$ cat src/rtl/ps2_mouse_rx.sv
// rtl/ps2_mouse_rx.sv - PS/2 mouse receiver: deglitched bit FSM, 3-byte packet decode, saturating cursor
module ps2_mouse_rx #(
   parameter int FILTER_LEN     = 8,
   parameter int TIMEOUT_CYCLES = 50000,
   parameter int X_MAX          = 239,
   parameter int Y_MAX          = 319
) (
   input  logic       clock,
   input  logic       globalReset,
   input  logic       ps2c,
   input  logic       ps2d,
   output logic       packetValid,
   output logic [2:0] buttons,
   output logic [8:0] xMove,
   output logic [8:0] yMove,
   output logic [7:0] cursorX,
   output logic [8:0] cursorY,
   output logic       frameError
);

   localparam int FW   = $clog2(FILTER_LEN + 1);
   localparam int TW   = $clog2(TIMEOUT_CYCLES + 1);
   localparam logic [FW-1:0] FILT_LAST = FW'(FILTER_LEN - 1);
   localparam logic [TW-1:0] TO_LAST   = TW'(TIMEOUT_CYCLES - 1);
   localparam logic signed [10:0] X_LIM = 11'(X_MAX);
   localparam logic signed [10:0] Y_LIM = 11'(Y_MAX);

   typedef enum logic [1:0] {S_IDLE, S_DATA, S_PARITY, S_STOP} state_t;

   state_t          state, state_n;
   logic            ps2c_s1, ps2c_s2, ps2d_s1, ps2d_s2;
   logic            filt_c;
   logic [FW-1:0]   filt_cnt;
   logic            fall_evt;
   logic [TW-1:0]   to_cnt;
   logic [2:0]      bit_cnt;
   logic [7:0]      shift;
   logic            perr;
   logic [1:0]      byte_idx;
   logic [3:0]      hdr_hi;
   logic [2:0]      hdr_btn;
   logic [7:0]      byte1;

   logic            start_ok, shift_en, par_chk, byte_ok, err, timeout;
   logic            ovf;
   logic [8:0]      x_new, y_new;
   logic signed [10:0] cx_sum, cy_sum;
   logic [7:0]      cx_next;
   logic [8:0]      cy_next;

   always_ff @(posedge clock or negedge globalReset) begin
      if (!globalReset) begin
         ps2c_s1 <= 1'b1;
         ps2c_s2 <= 1'b1;
         ps2d_s1 <= 1'b1;
         ps2d_s2 <= 1'b1;
      end else begin
         ps2c_s1 <= ps2c;
         ps2c_s2 <= ps2c_s1;
         ps2d_s1 <= ps2d;
         ps2d_s2 <= ps2d_s1;
      end
   end

   // filt_cnt counts consecutive samples that disagree with the filtered level
   assign fall_evt = filt_c && !ps2c_s2 && (filt_cnt == FILT_LAST);

   always_ff @(posedge clock or negedge globalReset) begin
      if (!globalReset) begin
         filt_c   <= 1'b1;
         filt_cnt <= '0;
      end else if (ps2c_s2 == filt_c) begin
         filt_cnt <= '0;
      end else if (filt_cnt == FILT_LAST) begin
         filt_c   <= ps2c_s2;
         filt_cnt <= '0;
      end else begin
         filt_cnt <= filt_cnt + 1'b1;
      end
   end

   always_ff @(posedge clock or negedge globalReset) begin
      if (!globalReset) state <= S_IDLE;
      else              state <= state_n;
   end

   always_comb begin
      state_n  = state;
      start_ok = 1'b0;
      shift_en = 1'b0;
      par_chk  = 1'b0;
      byte_ok  = 1'b0;
      err      = 1'b0;
      timeout  = (state != S_IDLE) && !fall_evt && (to_cnt == TO_LAST);
      if (timeout) begin
         state_n = S_IDLE;
         err     = 1'b1;
      end else if (fall_evt) begin
         case (state)
            S_IDLE: begin
               if (!ps2d_s2) begin
                  state_n  = S_DATA;
                  start_ok = 1'b1;
               end else begin
                  err = 1'b1;
               end
            end
            S_DATA: begin
               shift_en = 1'b1;
               if (bit_cnt == 3'd7) state_n = S_PARITY;
            end
            S_PARITY: begin
               par_chk = 1'b1;
               state_n = S_STOP;
            end
            S_STOP: begin
               state_n = S_IDLE;
               if (ps2d_s2 && !perr) byte_ok = 1'b1;
               else                  err     = 1'b1;
            end
            default: state_n = S_IDLE;
         endcase
      end
   end

   // Packet decode uses the byte completing right now (shift) as Y low
   always_comb begin
      ovf     = hdr_hi[3] | hdr_hi[2];
      x_new   = ovf ? 9'd0 : {hdr_hi[0], byte1};
      y_new   = ovf ? 9'd0 : {hdr_hi[1], shift};
      cx_sum  = signed'({3'b000, cursorX}) + signed'({{2{x_new[8]}}, x_new});
      cy_sum  = signed'({2'b00, cursorY})  - signed'({{2{y_new[8]}}, y_new});
      cx_next = cx_sum[10] ? 8'd0 : (cx_sum > X_LIM) ? X_LIM[7:0] : cx_sum[7:0];
      cy_next = cy_sum[10] ? 9'd0 : (cy_sum > Y_LIM) ? Y_LIM[8:0] : cy_sum[8:0];
   end

   always_ff @(posedge clock or negedge globalReset) begin
      if (!globalReset) begin
         to_cnt      <= '0;
         bit_cnt     <= '0;
         shift       <= '0;
         perr        <= 1'b0;
         byte_idx    <= '0;
         hdr_hi      <= '0;
         hdr_btn     <= '0;
         byte1       <= '0;
         packetValid <= 1'b0;
         frameError  <= 1'b0;
         buttons     <= '0;
         xMove       <= '0;
         yMove       <= '0;
         cursorX     <= 8'(X_MAX / 2);
         cursorY     <= 9'(Y_MAX / 2);
      end else begin
         packetValid <= 1'b0;
         frameError  <= err;

         if (fall_evt || timeout || state == S_IDLE) to_cnt <= '0;
         else                                        to_cnt <= to_cnt + 1'b1;

         if (start_ok) begin
            bit_cnt <= '0;
            perr    <= 1'b0;
         end
         if (shift_en) begin
            shift   <= {ps2d_s2, shift[7:1]};
            bit_cnt <= bit_cnt + 1'b1;
         end
         if (par_chk) perr <= ~^{shift, ps2d_s2};

         if (err) byte_idx <= '0;

         if (byte_ok) begin
            case (byte_idx)
               2'd0: begin
                  // Header bit 3 is always set; anything else means we are out of sync
                  if (shift[3]) begin
                     hdr_hi   <= shift[7:4];
                     hdr_btn  <= shift[2:0];
                     byte_idx <= 2'd1;
                  end
               end
               2'd1: begin
                  byte1    <= shift;
                  byte_idx <= 2'd2;
               end
               2'd2: begin
                  buttons     <= hdr_btn;
                  xMove       <= x_new;
                  yMove       <= y_new;
                  cursorX     <= cx_next;
                  cursorY     <= cy_next;
                  packetValid <= 1'b1;
                  byte_idx    <= 2'd0;
               end
               default: byte_idx <= 2'd0;
            endcase
         end
      end
   end

endmodule
$ cat config.mk
export PLATFORM = sky130hd
export DESIGN_NAME = ps2_mouse_rx
export DESIGN_NICKNAME = d
export VERILOG_FILES = /design/src/rtl/ps2_mouse_rx.sv
export SDC_FILE = /design/constraint.sdc
export NUM_CORES = 1
export LEC_CHECK = 0
export BUFFER_PORTS_ARGS = -buffer_cell sky130_fd_sc_hd__buf_2
export CAP_MARGIN = 15
export CORE_MARGIN = 5
export CORE_UTILIZATION = 55
export DETAILED_ROUTE_END_ITERATION = 8
export PLACE_DENSITY = 0.76
export SLEW_MARGIN = 10
export SYNTH_ARGS = -nofsm -noshare
export SYNTH_HDL_FRONTEND = slang
export SYNTH_SLANG_ARGS = --single-unit
export TNS_END_PERCENT = 10
$ cat constraint.sdc
create_clock -name clock -period 3.8 [get_ports clock]
set_input_delay 0.76 -clock clock [delete_from_list [all_inputs] [get_ports clock]]
set_output_delay 0.76 -clock clock [all_outputs]
set_load 0.03 [all_outputs]
* Word level (Yosys, flattened, before mapping)
Cells that the tools add are included.
Storage, ports and cells: flip-flop bits (word level) 96, input port bits 4, word-level logic and storage cells 107
Operators by class: add/subtract/negate cells 5, $lt $le $gt $ge 2, eq/ne operators 11, multiplexer cells 43, bitwise gates (word level) 2, reduce and logical (&&, ||, !) cells 22
Operator list (number):
- $mux 9 | 4
- $mux 1 | 22
- $add 16x1->16 const B | 1
- $eq 16x16->1 const B | 1
- $mux 16 | 1
- $mux 8 | 2
- $mux 2 | 7
- $gt 11x10->1 const B | 1
- $sub 10x9->11 | 1
- $add 9x9->10 | 1
- $gt 10x9->1 const B | 1
- $reduce_xnor 9->1 | 1
- $mux 4 | 2
- $pmux 2 s4 | 1
- $reduce_bool 2->1 | 4
- $eq 2x2->1 const B | 3
- $mux 3 | 2
- $ne 3x3->1 const B | 2
- $reduce_and 2->1 | 3
- $reduce_and 3->1 | 2
- $logic_and 1x1->1 | 5
- $add 4x1->4 const B | 1
- $eq 2x1->1 const B | 2
- $eq 4x3->1 const B | 1
- 10 further kinds | 14

* Longest topological paths before layout
Gate-level depths: netlist of run 1.
depth in word-level cells 11, mapped depth 12

* Worst setup path after synthesis of run 1
No wires, ideal clock.
kind register to register, start register hdr_hi[2], end register cursorX[4], arrival time 3104 ps, data required time 3721 ps, setup slack 617 ps, stages on the path, launching flop included 13, buffers on the path 1, period minus slack after synthesis 3183 ps, path through dfrtp_1 nor2_1 clkbuf_1 and2_1 ha_1 inv_1 fa_1 nor2b_4 o21ai_1 nor3b_1 or4_4 o311a_4 a22o_1
Between the ends: word-level cells in the longest chain between the ends 6
RTL lines:
- start, declared | line 40 | logic [3:0] hdr_hi;
- start signal, assigned | line 178 | hdr_hi <= shift[7:4];
- $or 1x1->1 (*) | line 128 | ovf = hdr_hi[3] | hdr_hi[2];
- $mux 9 (*) | line 129 | x_new = ovf ? 9'd0 : {hdr_hi[0], byte1};
- net x_new[0] | line 46 | logic [8:0] x_new, y_new;
- $add 9x9->10 (*) | line 131 | cx_sum = signed'({3'b000, cursorX}) + signed'({{2{x_new[8]}}, x_new});
- $gt 10x9->1 | line 133 | cx_next = cx_sum[10] ? 8'd0 : (cx_sum > X_LIM) ? X_LIM[7:0] : cx_sum[7:0];
- $mux 8 | line 133
- $mux 8 (*) | line 133
- end signal, assigned | line 152 | cursorX <= 8'(X_MAX / 2);
- end signal, assigned | line 191 | cursorX <= cx_next;
- end, declared | line 16 | output logic [7:0] cursorX,
Mark *: on every way through the listed nets, which the timed path passes. The rest lies on a longest branch. A chain may end at the register's enable or synchronous reset.

* Final worst setup path of run 1
start register hdr_hi[2], end register cursorX[6]
The elaborated chain is that of the path after synthesis.

==> results of run 1 <==
[area by class of cell]
class / count / area, um2
Fill cell: 756 / 3490
Multi-Input combinational cell: 354 / 2580
Sequential cell: 96 / 2420
Timing Repair Buffer: 47 / 248
Tap cell: 111 / 139
Clock buffer: 9 / 124
Clock inverter: 7 / 72.6
Inverter: 19 / 71.3
[critical path, delay by kind of cell (launching register included)]
family	cells	cell delay, ns
DFF	1	0.38
and+or+nand+nor	5	1.23
adders and majority gates	2	0.63
buffers and inverters	2	0.30
AOI/OAI and AO/OA	3	0.60
[worst min-delay path by stage]
stage,end,depth (start not counted)
detailed placement,ps2c_s2,0
global route,ps2d_s2,0
CTS,ps2c_s2,0
floorplan,ps2c_s2,0
global placement,ps2d_s2,0
finish,ps2d_s2,0
[cell families (layout without fill, tap and decap cells)]
family | after synthesis | after routing | share of synthesized area
simple gates | 149 | 149 | 0.150
compound gates | 108 | 108 | 0.141
flops | 96 | 96 | 0.473
mux | 34 | 34 | 0.0803
xor+xnor | 33 | 33 | 0.0564
fa+ha+maj | 30 | 30 | 0.0757
buf+inv | 29 | 82 | 0.0230
[registers in the layout, summed over array words and instances (netlist names), 2 cells and up]
signal    count
filt_cnt      4
state         2
hdr_btn       3
xMove         9
cursorX       8
yMove         9
hdr_hi        4
cursorY       9
byte_idx      2
buttons       3
shift         8
byte1         8
to_cnt       16
bit_cnt       3
[power by group]
part           leakage, nW  switching, mW  total (mW)  internal [mW]
registers             1.27         0.0282        1.09           1.06
clock network       0.0952          0.359       0.662          0.304
logic                 1.36         0.0817       0.137         0.0554
total                 2.72          0.468        1.89           1.42
[cells in the mapped netlist, types with 4 or more instances]
library cell / number / area share
o21a_1: 5 / 0.0073
a211oi_1: 4 / 0.0059
dfstp_2: 17 / 0.087
nand2b_1: 4 / 0.0049
and2_1: 10 / 0.012
nand2_1: 54 / 0.040
mux2_4: 7 / 0.021
inv_1: 18 / 0.013
a21oi_1: 21 / 0.021
xor2_1: 14 / 0.024
a32o_1: 7 / 0.014
nand3_1: 7 / 0.0068
nor2_1: 34 / 0.025
and3_1: 7 / 0.0085
clkbuf_1: 8 / 0.0059
o21ai_0: 27 / 0.026
a21o_1: 7 / 0.010
ha_1: 27 / 0.066
dfrtp_1: 79 / 0.39
mux2_2: 26 / 0.057
o21ai_1: 8 / 0.0078
a31oi_1: 9 / 0.011
xnor2_1: 19 / 0.032
nor3_1: 8 / 0.0078
[layer usage]
metal	routed length, um	track usage	vias to the layer above
li1	-	-	1810
met4	144	0.0594	0
met1	4750	0.261	1779
met5	0	0	-
met2	4800	0.318	81
met3	469	0.0413	11
==> impl_metrics.ini, run 1 <==
[run_status]
status = completed

[timing]
rsz0062_at_grt = no
slew_violations = 0
finClkSkew_ns = 0.0125
finalCritPeriodShare = 0.847
worst_pin_slew_ns = 0.861
max_freq_ghz = 0.311
maxSlewHeadroom = 0.426
final_hold_viol_count = 0
fin_ws_ns = 0.581
setup_violations = 0
timing.setup.tns_ns = 0
period_needed_ns = 3.22
holdWs_ns = 0.360

[setup_path]
setup.worst_path.start_class = flip-flop
cp.required_ns = 4.09
crit_start = hdr_hi[2]
crit_end = cursorX[6]
end_kind = flip-flop
r2r_slack_ns = 0.58
cp_slowest_stage_delay_ns = 0.52
cp_slowest_cell = or4_4
ff2ff_path_depth = 12
path_class = flip-flop to flip-flop
cp.arrival_ns = 3.51
reg2reg_to = cursorX[6]
path_cells = nor2_1 -> buf_4 -> and2_1 -> ha_1 -> inv_1 -> fa_1 -> nor2b_4 -> o21ai_1 -> nor3b_1 -> or4_4 -> o311a_4 -> a31oi_1
timing.rr.start = hdr_hi[2]
cp_max_fo = 15

[place]
place_ws_ns = 0.602
place.gp.congestion = 0.942
placed_cells = 627
placed_area_mm2 = 0.00546
hpwl_um = 7470
portBuffers = 43

[floorplanning]
dieArea_mm2 = 0.0113
ioPinCount = 44
coreArea_mm2 = 0.00915
start_util = 0.560
die_h_um = 107
die_w_um = 107
rows = 35

[pwr]
power_density_mw_per_mm2 = 334
ir_worst_vdd_mv = 0.300
power_leakage_nw = 2.72
total_power_mw = 1.89

[layout]
drive_gt1_frac = 0.237
nets = 560
num_antenna_cells = 0
final_cells = 643
syn_to_final_growth_pct = 10.5
final_cell_mix = dfrtp_1, nand2_1, buf_2
final_util = 0.618
fin_area_mm2 = 0.00566
final_common_cell = dfrtp_1

[clock_network]
clockBufferDepth = 2
postCtsHoldBufs = 0
cts_buffers = 9
path_clk_slew_ns = 0.09
cts.root.buffer_cell = clkbuf_8
cts_tree = built
htreeDepth = 3
clock_latency_ns = 0.36
postCtsSetupBuffers = 0
cts_resized = 0
cts_sinks = 96

[synthesis]
synthFlopType = dfrtp_1
async_flop_share = 1.00
synth_area_mm2 = 0.00512
synth-edff-count = 0
synth.ff_latch_count = 96
synthCells = 479
yosysWarnings = 0
ys_types = 64
synth_nets = 512
ys_seq_area_frac = 0.473
synth_area_per_cell_um2 = 10.7

[routing]
drc = 0
drt_iter0_markers = 158
vias_per_cell = 5.72
ant_nets = 0
wl_um = 10200
via_count = 3681
wire_per_inst_um = 15.8
drt_first_pass_iters = 4

[worst_hold_path]
hold_class = flip-flop to flip-flop
holdCritStartpoint = ps2d_s1

[grt]
antenna_found_initial = 0
grt_pass1_wl_um = 17800
grtUsageTotal = 0.194
grt_overflow = 0
grt_max_degree = 71
grt_pass1_vias = 3664

[job]
maxCapViolations = 0
No activity file was read; power rests on OpenSTA's default activity.
==> run 2: changes to the inputs <==
Clock period 3.8 ns to 3 ns, I/O delays scaled along.
==> run 2 against run 1 <==
Effect of this change:
- die area stayed put
- maximum frequency is 12% higher
- flip-flop and latch count stayed put
- final cell count is 1.2% higher
- clock skew is 0.0013 ns higher
- via count is 1.3% higher
- power is 37% higher
==> impl_metrics.ini, run 2 (synthesis results as in run 1) <==
[timing]
fin_ws_ns = 0.131
final_hold_viol_count = 0
finClkSkew_ns = 0.0138
timing.setup.tns_ns = 0
rsz0062_at_grt = no
finalCritPeriodShare = 0.956
period_needed_ns = 2.87
setup_violations = 0
max_freq_ghz = 0.349
worst_pin_slew_ns = 0.741
slew_violations = 0
maxSlewHeadroom = 0.504

[grt]
grt_pass1_vias = 3771
busiest_layer = met2
grt_max_degree = 57
use_met2 = 0.327
met1_usage = 0.262
grtUsageTotal = 0.193
globalRouteMet3Util = 0.0249
antenna_found_initial = 0
grt_overflow = 0
grt_pass1_wl_um = 17900

[setup_path]
cp_slowest_cell = or4_4
crit_start = hdr_hi[2]
cp.required_ns = 3.29
path_class = flip-flop to flip-flop
crit_buf_inv = 1
crit_cells = 11
reg2reg_to = cursorX[1]
path_cells = nor2_4 -> and2_1 -> ha_2 -> inv_1 -> fa_2 -> nor2b_4 -> o21ai_1 -> nor3b_1 -> or4_4 -> o311a_4 -> a31oi_2
crit_end = cursorX[1]
cp.arrival_ns = 3.16
end_kind = flip-flop
cp_slowest_stage_delay_ns = 0.51
crit_family = simple AND/OR/NAND/NOR gates
r2r_slack_ns = 0.13
ff2ff_path_depth = 11
timing.rr.start = hdr_hi[2]
setup.worst_path.start_class = flip-flop
cp_max_fo = 6

[routing]
drc = 0
wire_per_inst_um = 15.9
drt_iter0_markers = 154
ant_nets = 0
drt_first_pass_iters = 5
via_count = 3728
vias_per_cell = 5.73
wl_um = 10400

[run_status]
status = completed

[floorplanning]
ioPinCount = 44
die_h_um = 107
start_util = 0.560
dieArea_mm2 = 0.0113
rows = 35
die_w_um = 107
coreArea_mm2 = 0.00915

[place]
place_ws_ns = 0.0740
hpwl_um = 7580
portBuffers = 43
placed_area_mm2 = 0.00554
place.gp.congestion = 0.892

[layout]
drive_gt1_frac = 0.267
syn_to_final_growth_pct = 14.0
largest_reg_flops = 16
regMostFlops = to_cnt
nFillCells = 742
num_antenna_cells = 0
nets = 568
fin_area_mm2 = 0.00584
final_cell_mix = dfrtp_1, nand2_1, buf_2
final_util = 0.638
final_common_cell = dfrtp_1

[clock_network]
clock_latency_ns = 0.36
cts_sinks = 96
htreeDepth = 3
cts_buffers = 9
clockBufferDepth = 2
cts.root.buffer_cell = clkbuf_8
path_clk_slew_ns = 0.10
postCtsHoldBufs = 0
cts_tree = built

[pwr]
power_density_mw_per_mm2 = 444
total_power_mw = 2.59
ir_worst_vdd_mv = 0.286
power_leakage_nw = 2.80

[job]
maxCapViolations = 0

[worst_hold_path]
hold_class = input port to asynchronous set/reset pin
## run 2: cell types whose count changed in the layout (fill, tap and decap cells not counted), moves of 2 or more
cell	change
clkinv_4	-2
a21oi_2	+2
a21oi_1	-2
ha_2	+3
buf_4	+7
clkinv_2	-2
ha_1	-3
bufinv_16	+2
## run 2: what timing repair did
action                     CTS  global route
setup buffers                0             1
setup endpoints to repair    0            14
resized for setup            0            11
## run 2: worst register-to-register path, delay by kind of cell, from the launching register on
kind            cells  cell delay, ns
compound gates      3            0.60
fa+ha+maj           2            0.58
buf+inv             1            0.06
flops               1            0.41
simple gates        5            1.14
## run 2: layout make-up
class	count	area [um2]	share of cell area
inverter	19	71.3	0.0122
clock buffer	10	138	0.0236
tap	111	139	0.0238
sequential	96	2420	0.415
clock inverter	6	114	0.0195
timing repair buffer	55	320	0.0548
multi-input combinational	354	2640	0.451
## run 2: how the worst min path moves through the flow
stage,end,slack (ns)
2_1_floorplan,bit_cnt[0],0.30
3_3_place_gp,ps2d_s2,0.35
3_5_place_dp,ps2d_s2,0.35
4_1_cts,perr,0.30
5_1_grt,ps2c_s1,0.32
6_report,perr,0.29
## run 2: metal layers
metal | vias to the layer above | routed length, um
li1 | 1820 | -
met1 | 1836 | 4720
met2 | 62 | 5140
met3 | 10 | 392
met4 | 0 | 112
met5 | - | 0
## run 2: per-stage QoR
stage,hold slack [ns],cells
after global placement,0.346,634
after CTS,0.298,650
after detailed placement,0.347,634
final,0.292,651
after floorplan,0.304,479
after global routing,0.321,651
## run 2: where the power goes
part | switching, mW | internal [mW]
combinational | 0.102 | 0.0714
sequential | 0.0341 | 1.35
clock | 0.460 | 0.579
